**src/rtl/pte_ad_writer_pkg.sv**
```systemverilog
// Purpose : shared PTE layout constants, writer FSM state encoding and the PTE packing helper.
// Latency : n/a (package only).
// Backpressure : n/a (package only).
package pte_ad_writer_pkg;

  localparam int PTE_W   = 64;
  localparam int PPN_W   = 54;
  localparam int PPN_LSB = 10;
  localparam int RSW_W   = 2;
  localparam int RSW_LSB = 8;
  localparam int FLAG_W  = 8;

  // Flag bit positions inside the low byte of the PTE word.
  localparam int BIT_V = 0;
  localparam int BIT_R = 1;
  localparam int BIT_W = 2;
  localparam int BIT_X = 3;
  localparam int BIT_U = 4;
  localparam int BIT_G = 5;
  localparam int BIT_A = 6;
  localparam int BIT_D = 7;

  typedef enum logic [2:0] {
    ST_IDLE,
    ST_STORE,
    ST_WAIT,
    ST_RESP,
    ST_DRAIN
  } state_t;

  // Flags are given as {d, a, g, u, x, w, r, v}; RSW bits are always written as zero.
  function automatic logic [PTE_W-1:0] pte_pack(input logic [PPN_W-1:0]  ppn,
                                                input logic [FLAG_W-1:0] flags);
    logic [PTE_W-1:0] word;
    word                       = '0;
    word[PPN_LSB +: PPN_W]     = ppn;
    word[RSW_LSB +: RSW_W]     = '0;
    word[FLAG_W-1:0]           = flags;
    return word;
  endfunction

endpackage

```
**src/rtl/pte_ad_writer_pack_unit.sv**
```systemverilog
// Purpose : combinational unpacked PTE fields -> 64-bit Sv39/Sv48 PTE word.
// Latency : combinational, zero cycles.
// Backpressure : none; pure function of its inputs.
// Ports : ppn, d..v in (unpacked PTE), word out (packed entry).
module pte_pack_unit
  import pte_ad_writer_pkg::*;
(
  input  logic [PPN_W-1:0] ppn,
  input  logic             d,
  input  logic             a,
  input  logic             g,
  input  logic             u,
  input  logic             x,
  input  logic             w,
  input  logic             r,
  input  logic             v,
  output logic [PTE_W-1:0] word
);

  assign word = pte_pack(ppn, {d, a, g, u, x, w, r, v});

endmodule

```
**src/rtl/pte_ad_writer.sv**
```systemverilog
// Purpose : sets A/D on a PTE, writes the packed entry back with one store, returns the updated PTE.
// Latency : skip/illegal -> response the cycle after request; store -> response the cycle after the ack.
// Backpressure : one request in flight; req_ready low outside IDLE, store and response held until accepted.
// Ports : io_req_* (walker request), io_mem_req_* / io_mem_resp_valid (store port), io_resp_* (walker response).
module pte_ad_writer
  import pte_ad_writer_pkg::*;
#(
  parameter int PADDR_BITS     = 56,
  parameter int TIMEOUT_CYCLES = 1024
) (
  input  logic                  clock,
  input  logic                  reset,
  output logic                  io_req_ready,
  input  logic                  io_req_valid,
  input  logic [PADDR_BITS-1:0] io_req_bits_addr,
  input  logic                  io_req_bits_set_d,
  input  logic [PPN_W-1:0]      io_req_bits_pte_ppn,
  input  logic                  io_req_bits_pte_d,
  input  logic                  io_req_bits_pte_a,
  input  logic                  io_req_bits_pte_g,
  input  logic                  io_req_bits_pte_u,
  input  logic                  io_req_bits_pte_x,
  input  logic                  io_req_bits_pte_w,
  input  logic                  io_req_bits_pte_r,
  input  logic                  io_req_bits_pte_v,
  input  logic                  io_mem_req_ready,
  output logic                  io_mem_req_valid,
  output logic [PADDR_BITS-1:0] io_mem_req_bits_addr,
  output logic [PTE_W-1:0]      io_mem_req_bits_data,
  input  logic                  io_mem_resp_valid,
  input  logic                  io_resp_ready,
  output logic                  io_resp_valid,
  output logic [PPN_W-1:0]      io_resp_bits_pte_ppn,
  output logic                  io_resp_bits_pte_d,
  output logic                  io_resp_bits_pte_a,
  output logic                  io_resp_bits_pte_g,
  output logic                  io_resp_bits_pte_u,
  output logic                  io_resp_bits_pte_x,
  output logic                  io_resp_bits_pte_w,
  output logic                  io_resp_bits_pte_r,
  output logic                  io_resp_bits_pte_v,
  output logic                  io_resp_bits_skipped,
  output logic                  io_resp_bits_error
);

  localparam int              CNT_W    = (TIMEOUT_CYCLES > 1) ? $clog2(TIMEOUT_CYCLES) : 1;
  localparam logic [CNT_W-1:0] CNT_LAST = CNT_W'(TIMEOUT_CYCLES - 1);

  state_t                  state;
  logic                    req_ready_q;
  logic                    mreq_vld_q;
  logic                    resp_vld_q;
  logic [PADDR_BITS-1:0]   addr_q;
  logic [PPN_W-1:0]        ppn_q;
  logic [FLAG_W-1:0]       flags_q;
  logic                    skipped_q;
  logic                    error_q;
  logic                    drain_pend;
  logic [CNT_W-1:0]        cnt;

  logic [FLAG_W-1:0]       req_flags;
  logic [FLAG_W-1:0]       new_flags;
  logic                    illegal;

  assign req_flags = {io_req_bits_pte_d, io_req_bits_pte_a, io_req_bits_pte_g, io_req_bits_pte_u,
                      io_req_bits_pte_x, io_req_bits_pte_w, io_req_bits_pte_r, io_req_bits_pte_v};

  // A is always set; D only for store accesses.
  always_comb begin
    new_flags        = req_flags;
    new_flags[BIT_A] = 1'b1;
    new_flags[BIT_D] = req_flags[BIT_D] | io_req_bits_set_d;
  end

  // Invalid, non-leaf, or a dirty-set on a non-writable page.
  assign illegal = !req_flags[BIT_V]
                 || !(req_flags[BIT_R] || req_flags[BIT_W] || req_flags[BIT_X])
                 || (io_req_bits_set_d && !req_flags[BIT_W]);

  always_ff @(posedge clock) begin
    if (reset) begin
      state       <= ST_IDLE;
      req_ready_q <= 1'b1;
      mreq_vld_q  <= 1'b0;
      resp_vld_q  <= 1'b0;
      addr_q      <= '0;
      ppn_q       <= '0;
      flags_q     <= '0;
      skipped_q   <= 1'b0;
      error_q     <= 1'b0;
      drain_pend  <= 1'b0;
      cnt         <= '0;
    end else begin
      case (state)
        ST_IDLE: begin
          if (io_req_valid) begin
            addr_q      <= io_req_bits_addr;
            ppn_q       <= io_req_bits_pte_ppn;
            req_ready_q <= 1'b0;
            drain_pend  <= 1'b0;
            skipped_q   <= 1'b0;
            error_q     <= 1'b0;
            if (illegal) begin
              flags_q    <= req_flags;
              error_q    <= 1'b1;
              resp_vld_q <= 1'b1;
              state      <= ST_RESP;
            end else if (new_flags == req_flags) begin
              flags_q    <= new_flags;
              skipped_q  <= 1'b1;
              resp_vld_q <= 1'b1;
              state      <= ST_RESP;
            end else begin
              flags_q    <= new_flags;
              mreq_vld_q <= 1'b1;
              state      <= ST_STORE;
            end
          end
        end
        ST_STORE: begin
          if (io_mem_req_ready) begin
            mreq_vld_q <= 1'b0;
            cnt        <= '0;
            state      <= ST_WAIT;
          end
        end
        ST_WAIT: begin
          // Ack wins over a timeout in the same cycle.
          if (io_mem_resp_valid) begin
            resp_vld_q <= 1'b1;
            state      <= ST_RESP;
          end else if (cnt == CNT_LAST) begin
            error_q    <= 1'b1;
            drain_pend <= 1'b1;
            resp_vld_q <= 1'b1;
            state      <= ST_RESP;
          end else begin
            cnt <= cnt + 1'b1;
          end
        end
        ST_RESP: begin
          // A late ack can land while the error response is still stalled;
          // consume it here so DRAIN does not wait for a second one.
          if (drain_pend && io_mem_resp_valid) drain_pend <= 1'b0;
          if (io_resp_ready) begin
            resp_vld_q <= 1'b0;
            if (drain_pend && !io_mem_resp_valid) begin
              state <= ST_DRAIN;
            end else begin
              state       <= ST_IDLE;
              req_ready_q <= 1'b1;
            end
          end
        end
        ST_DRAIN: begin
          if (io_mem_resp_valid) begin
            drain_pend  <= 1'b0;
            req_ready_q <= 1'b1;
            state       <= ST_IDLE;
          end
        end
        default: begin
          state       <= ST_IDLE;
          req_ready_q <= 1'b1;
        end
      endcase
    end
  end

  pte_pack_unit u_pack (
    .ppn  (ppn_q),
    .d    (flags_q[BIT_D]),
    .a    (flags_q[BIT_A]),
    .g    (flags_q[BIT_G]),
    .u    (flags_q[BIT_U]),
    .x    (flags_q[BIT_X]),
    .w    (flags_q[BIT_W]),
    .r    (flags_q[BIT_R]),
    .v    (flags_q[BIT_V]),
    .word (io_mem_req_bits_data)
  );

  assign io_req_ready         = req_ready_q;
  assign io_mem_req_valid     = mreq_vld_q;
  assign io_mem_req_bits_addr = addr_q;
  assign io_resp_valid        = resp_vld_q;
  assign io_resp_bits_pte_ppn = ppn_q;
  assign io_resp_bits_pte_d   = flags_q[BIT_D];
  assign io_resp_bits_pte_a   = flags_q[BIT_A];
  assign io_resp_bits_pte_g   = flags_q[BIT_G];
  assign io_resp_bits_pte_u   = flags_q[BIT_U];
  assign io_resp_bits_pte_x   = flags_q[BIT_X];
  assign io_resp_bits_pte_w   = flags_q[BIT_W];
  assign io_resp_bits_pte_r   = flags_q[BIT_R];
  assign io_resp_bits_pte_v   = flags_q[BIT_V];
  assign io_resp_bits_skipped = skipped_q;
  assign io_resp_bits_error   = error_q;

endmodule

```
**config.mk**
```make
export PLATFORM = sky130hd
export DESIGN_NAME = pte_ad_writer
export DESIGN_NICKNAME = d
export VERILOG_FILES = /design/src/rtl/pte_ad_writer_pkg.sv /design/src/rtl/pte_ad_writer_pack_unit.sv /design/src/rtl/pte_ad_writer.sv
export SDC_FILE = /design/constraint.sdc
export NUM_CORES = 1
export LEC_CHECK = 0
export ABC_AREA = 0
export BUFFER_PORTS_ARGS = -buffer_cell sky130_fd_sc_hd__buf_2
export CAP_MARGIN = 30
export CORE_MARGIN = 5
export CORE_UTILIZATION = 35
export DETAILED_ROUTE_END_ITERATION = 6
export GPL_TIMING_DRIVEN = 0
export HOLD_SLACK_MARGIN = 0.12
export PLACE_DENSITY_LB_ADDON = 0.05
export SLEW_MARGIN = 15
export SYNTH_ARGS = -nofsm -noshare
export SYNTH_HDL_FRONTEND = slang
export SYNTH_HIERARCHICAL = 1
export SYNTH_SLANG_ARGS = --single-unit
```
**constraint.sdc**
```tcl
create_clock -name clock -period 2.8 [get_ports clock]
set_clock_uncertainty 0.05 [all_clocks]
set_input_delay 0 -clock clock [delete_from_list [all_inputs] [get_ports clock]]
set_output_delay 0 -clock clock [all_outputs]
set_load 0.02 [all_outputs]
```
* Word-level counts from Yosys, hierarchy flattened *
Cells that the tools add are included.

operators by class
  add/subtract/negate cells = 1
  eq/ne operators = 19
  mux-type cells = 41
  bitwise gates (word level) = 2
  reductions and logical operators = 26

operators by type and width
  operator               number
  $mux 10                3
  $ne 2x2->1 const B     11
  $mux 1                 21
  $mux 3                 7
  $pmux 10 s2            1
  $reduce_and 5->1       4
  $pmux 3 s5             1
  $add 10x1->10 const B  1
  $eq 10x10->1 const B   1
  $mux 8                 1
  $pmux 1 s4             2
  $reduce_and 4->1       2
  $eq 3x2->1 const B     2
  $ne 3x3->1 const B     2
  $reduce_and 6->1       1
  $reduce_bool 2->1      3
  $logic_not 1->1        4
  $logic_or 1x1->1       4
  $mux 2                 2
  $pmux 1 s2             2
  $reduce_bool 4->1      1
  $eq 3x1->1 const B     1
  $eq 3x3->1 const B     1
  $logic_and 1x1->1      3
  other kinds (8)        8

word-level totals
  bits in registers = 137
  input port bits = 125
  output and inout port bits = 187
  logic and storage cells = 100

* Depth between registers and ports, before layout *
  depth in word-level cells = 8
  mapped depth = 7
  gate-level depth less buffers = 5

* Cells and area by module *
The synthesis kept the hierarchy.

modules (own cells, without submodules)
  module         instances  cells each  area an instance (µm²)  seq. area each (µm²)
  pte_ad_writer  1          661         5211.2                  2742.6
  pte_pack_unit  1          65          484.2                   0.0

* Least setup slack after synthesis *
Ideal clock, no wire load.

  kind = reg-to-reg
  start = reg cnt[0]
  end = reg cnt[3]
  library setup time = 0.070 ns
  arrival time = 1.727 ns
  data required time = 2.680 ns
  setup slack = 0.953 ns
  stages on the path, launching flop included = 7
  path buffers = 1
  clock period less this slack = 1.847 ns
  cell sequence = dfxtp_1 ha_1 and4_1 and4_1 clkbuf_1 or4_1 a21oi_1

between the ends
  word-level cells in the longest chain between the ends = 4
  elaborated cells on any way between the ends = 7
  those cells by class = add/sub: 1; eq/ne: 2; mux: 3; reduce/logical: 1

RTL lines
  item                      RTL line              RTL
  start: declaration        pte_ad_writer.sv:59   logic [CNT_W-1:0] cnt;
  start signal: assignment  pte_ad_writer.sv:138  cnt <= cnt + 1'b1;
  $add 10x1->10             pte_ad_writer.sv:138
  $mux 10                   pte_ad_writer.sv:132  end else if (cnt == CNT_LAST) begin
  $mux 10                   pte_ad_writer.sv:129  if (io_mem_resp_valid) begin
  $pmux 10 s2               pte_ad_writer.sv:94   case (state)

Parallel ways exist; a longest one is shown, timed or not. The select of a mux whose other input is x is not followed.
A chain may end at the register's enable or synchronous reset.

* Final worst setup path *
  start = reg state[0]
  end = reg flags_q[0]

between the ends
  word-level cells in the longest chain between the ends = 2

RTL lines
  item                        RTL line              RTL
  start: declaration          pte_ad_writer.sv:49   state_t state;
  start signal: assignment    pte_ad_writer.sv:82   state <= ST_IDLE;
  start signal: assignment    pte_ad_writer.sv:107  state <= ST_RESP;
  start signal: assignment    pte_ad_writer.sv:112  state <= ST_RESP;
  $logic_not 3->1             pte_ad_writer.sv:94
  $reduce_and 2->1 (no line)  -
  end signal: assignment      pte_ad_writer.sv:104  flags_q <= req_flags;
  end signal: assignment      pte_ad_writer.sv:109  flags_q <= new_flags;
  end signal: assignment      pte_ad_writer.sv:114  flags_q <= new_flags;
  end: declaration            pte_ad_writer.sv:55   logic [FLAG_W-1:0] flags_q;

No other way between the ends.

==> results.txt <==
----------------------------------------------------
[Drt]
  Remaining routing DRC violations ... 0
  Routed length per instance ... 14.8 um
  Vias per cell ... 4.52
  Number of nets still failing antenna checks after routing ... 0
  Post-Route WL ... 20.9 mm
  Number of iterations in the first detailed-routing pass ... 6
  Violation count after the first detailed-route iteration ... 264
  Vias ... 6358

[STA]
  Final Max Slew Viols ... 0
  Worst setup slack after layout ... 450 ps
  Rel. slew slack ... 52.0%
  Setup TNS ... 0 ps
  Period minus WS final ... 2350 ps
  Post-route fraction of the period consumed by the critical path ... 83.9%
  Number of setup violations in the final report ... 0
  Final hold violations ... 0
  Tightest Pin Transition ... 720 ps
  Setup repair after global routing missed its margin ... false
  Maximum clock frequency ... 0.426 GHz

[Clocking]
  Clock insertion delay at the later pin of the skew report ... 410 ps
  TritonCTS clock tree ... built
  CTS sink count ... 137
  Clock-pin slew of the registers on the worst-case setup and hold paths ... 60 ps
  Total CTS buffers ... 17
  Max H-tree Level ... 4
  Setup fix buffers added after clock tree synthesis ... 0
  Resized Gates After CTS ... 0
  Hold buffer count at cts ... 125
  Root buffer cell ... clkbuf_16
  Clock buffer depth ... 2

[Power and ir drop]
  Combinational share of power ... 31.8%
  Switching power total ... 2350 uW
  Static Leak ... 0.00442 uW
  Internal power summed over all cells ... 4340 uW
  Share of total power consumed by net switching ... 35.1%
  Fraction of power consumed by the clock network ... 32.8%
  Pwr/cell area ... 717 nW/um^2
  Sequential power share ... 35.4%
  Worst IR Drop VDD ... 0.383 mV

[Floorplanning]
  Area enclosed by the die boundary ... 18900 um^2
  Effective utilization at floorplan ... 35.7%
  Die boundary height ... 138 um
  # rows ... 46
  Horiz. Die Dim ... 138 um
  Count of boundary I/O pins ... 312
  Core footprint ... 15900 um^2

[Setup path]
  Endpoint required time on the critical path ... 3090 ps
  Crit-path max FO ... 10
  Worst setup EP type ... register
  Crit Path Class ... register to register
  Worst Setup Start Kind ... register
  Data arrival time of the critical path ... 2640 ps

[Global route]
  Global-route usage over all layers ... 21.1%
  Initial antenna violation count ... 0
  First-pass GRT wire length ... 31.6 mm
  Final global-route overflow total ... 0
  Vias in the first global route ... 6204
  Largest net degree at the start of global routing ... 17

[Status]
  Outcome ... completed

[Synthesis]
  Sequential area share after synthesis ... 48.2%
  Post-synthesis average cell area ... 7.84 um^2
  Summed instance area of the synthesized netlist ... 5700 um^2
  Distinct cells, synth ... 51
  Post-synth ARST share ... 0%
  Seq cells post-synth ... 137
  Count of flip-flops with a built-in enable after synthesis ... 0
  Post-Syn Instances ... 726
  Yosys warning count ... 6
  Dominant synthesized flop cell ... dfxtp_1

[Layout]
  Finished layout cell area ... 9340 um^2
  Area grow syn2layout ... 64.0%
  Antenna cell count ... 0
  Layout cell share with drive strength beyond 1 ... 35.0%
  Final layout net count ... 1305
  Filler Cells Inserted ... 1550

[Place]
  Worst setup slack after placement ... 413 ps
  Post-place instance area ... 7510 um^2
  Detail Placement HPWL ... 15.4 mm
  Quantity of I/O buffers inserted on ports ... 308
  Placer's final routability congestion estimate ... 0.816

[Worst hold path]
  Worst hold path class ... input pin to register

[Job]
  Max-cap violation count ... 0

----------------------------------------------------
==> synth_stat cells (4+ instances only) <==
cell type | number | area (um^2)
a21oi_1 | 129 | 646
buf_4 | 66 | 495
clkbuf_1 | 46 | 173
dfxtp_1 | 137 | 2740
inv_1 | 10 | 37.5
nand2_1 | 240 | 901
nand3_1 | 5 | 25.0
nand4_1 | 7 | 43.8
nor2_1 | 9 | 33.8
o21ai_0 | 7 | 35.0
o31ai_1 | 4 | 30.0
==> routing by layer <==
layer  vias up  GRT usage (%)  wire (um)  share of wire [%]
met5         -              0          0                  0
met1      2818           25.7       8760                 42
met2       254           35.7       9920                 47
met4         0           7.37        433                2.1
li1       3253              -          -                  -
met3        33           5.88       1780                8.5
==> critical path, stage by stage, from the launching register on <==
cell and delay, ps:
dfxtp_1 340, buf_2 190, nor2b_1 260, and2_1 220
clkbuf_1 520, clkbuf_1 450, nand2_1 100, a21oi_1 140
==> state kept, by name, indices dropped and copies added, names as in the netlist <==
signal	cells
io_mem_req_bits_addr	56
io_resp_bits_pte_ppn	54
cnt	10
flags_q	8
state	3
drain_pend	1
io_mem_req_valid	1
io_req_ready	1
io_resp_bits_error	1
io_resp_bits_skipped	1
io_resp_valid	1
==> metrics by stage <==
stage / instances / utilization, % / power (uW) / hold slack (ps)
after floorplan: 727 / - / 3690 / 86.0
after global placement: 1251 / 47.1 / 4410 / 193
after detailed placement: 1251 / 47.1 / 4410 / 196
after CTS: 1408 / 58.6 / 6770 / 294
after global routing: 1408 / 58.6 / 7060 / 310
final: 1408 / 58.6 / 6700 / 314
==> final cells by class <==
cell class / count / area [um^2] / area share [%]
Multi-Input combinational cell: 465 / 2230 / 23.9
Buffer: 115 / 689 / 7.38
Timing Repair Buffer: 433 / 2790 / 29.9
Clock buffer: 17 / 425 / 4.56
Inverter: 10 / 37.5 / 0.402
Sequential cell: 137 / 2740 / 29.4
Tap cell: 216 / 270 / 2.89
Clock inverter: 15 / 151 / 1.62
==> final timing paths <==
kind,from,end,slack (ps),depth (start not counted)
worst max-delay path,state[0],flags_q[0],450,7
worst min-delay path,io_req_bits_addr[34],io_mem_req_bits_addr[34],310,4
worst max register to register,state[0],flags_q[0],450,7
worst min register to register,io_mem_req_valid,io_mem_req_valid,400,2
==> cells by family (layout without fill, tap and decap cells) <==
group           count (synthesis)  after routing  share of synthesized area, %
compound gates                166            166                          16.5
fa+ha+maj                       1              1                         0.220
buf+inv                       125            590                          12.8
flops                         137            137                          48.2
mux                             3              3                         0.527
other cells                     1              2                        0.0658
simple gates                  293            293                          21.8
==> power by group through the flow <==
stage	logic [uW]	clock network, uW	registers, uW
after floorplan	1020	0	2670
after global placement	2000	0	2400
after detailed placement	2000	0	2410
after CTS	2150	2250	2370
after global routing	2330	2330	2400
final	2130	2200	2370
==> cells in the final DEF (no fill, tap or decap), types with 4 or more instances in the layout <==
| cell | n |
|---|---|
| clkbuf_16 | 17 |
| nand3_1 | 5 |
| a21oi_1 | 129 |
| nor2_1 | 9 |
| buf_4 | 66 |
| buf_2 | 309 |
| clkbuf_1 | 46 |
| inv_1 | 10 |
| o31ai_1 | 4 |
| o21ai_0 | 7 |
| dlygate4sd3_1 | 125 |
| nand2_1 | 240 |
| dfxtp_1 | 137 |
| clkinv_2 | 5 |
| nand4_1 | 7 |
Note: power is estimated with default switching activity, not from simulation.
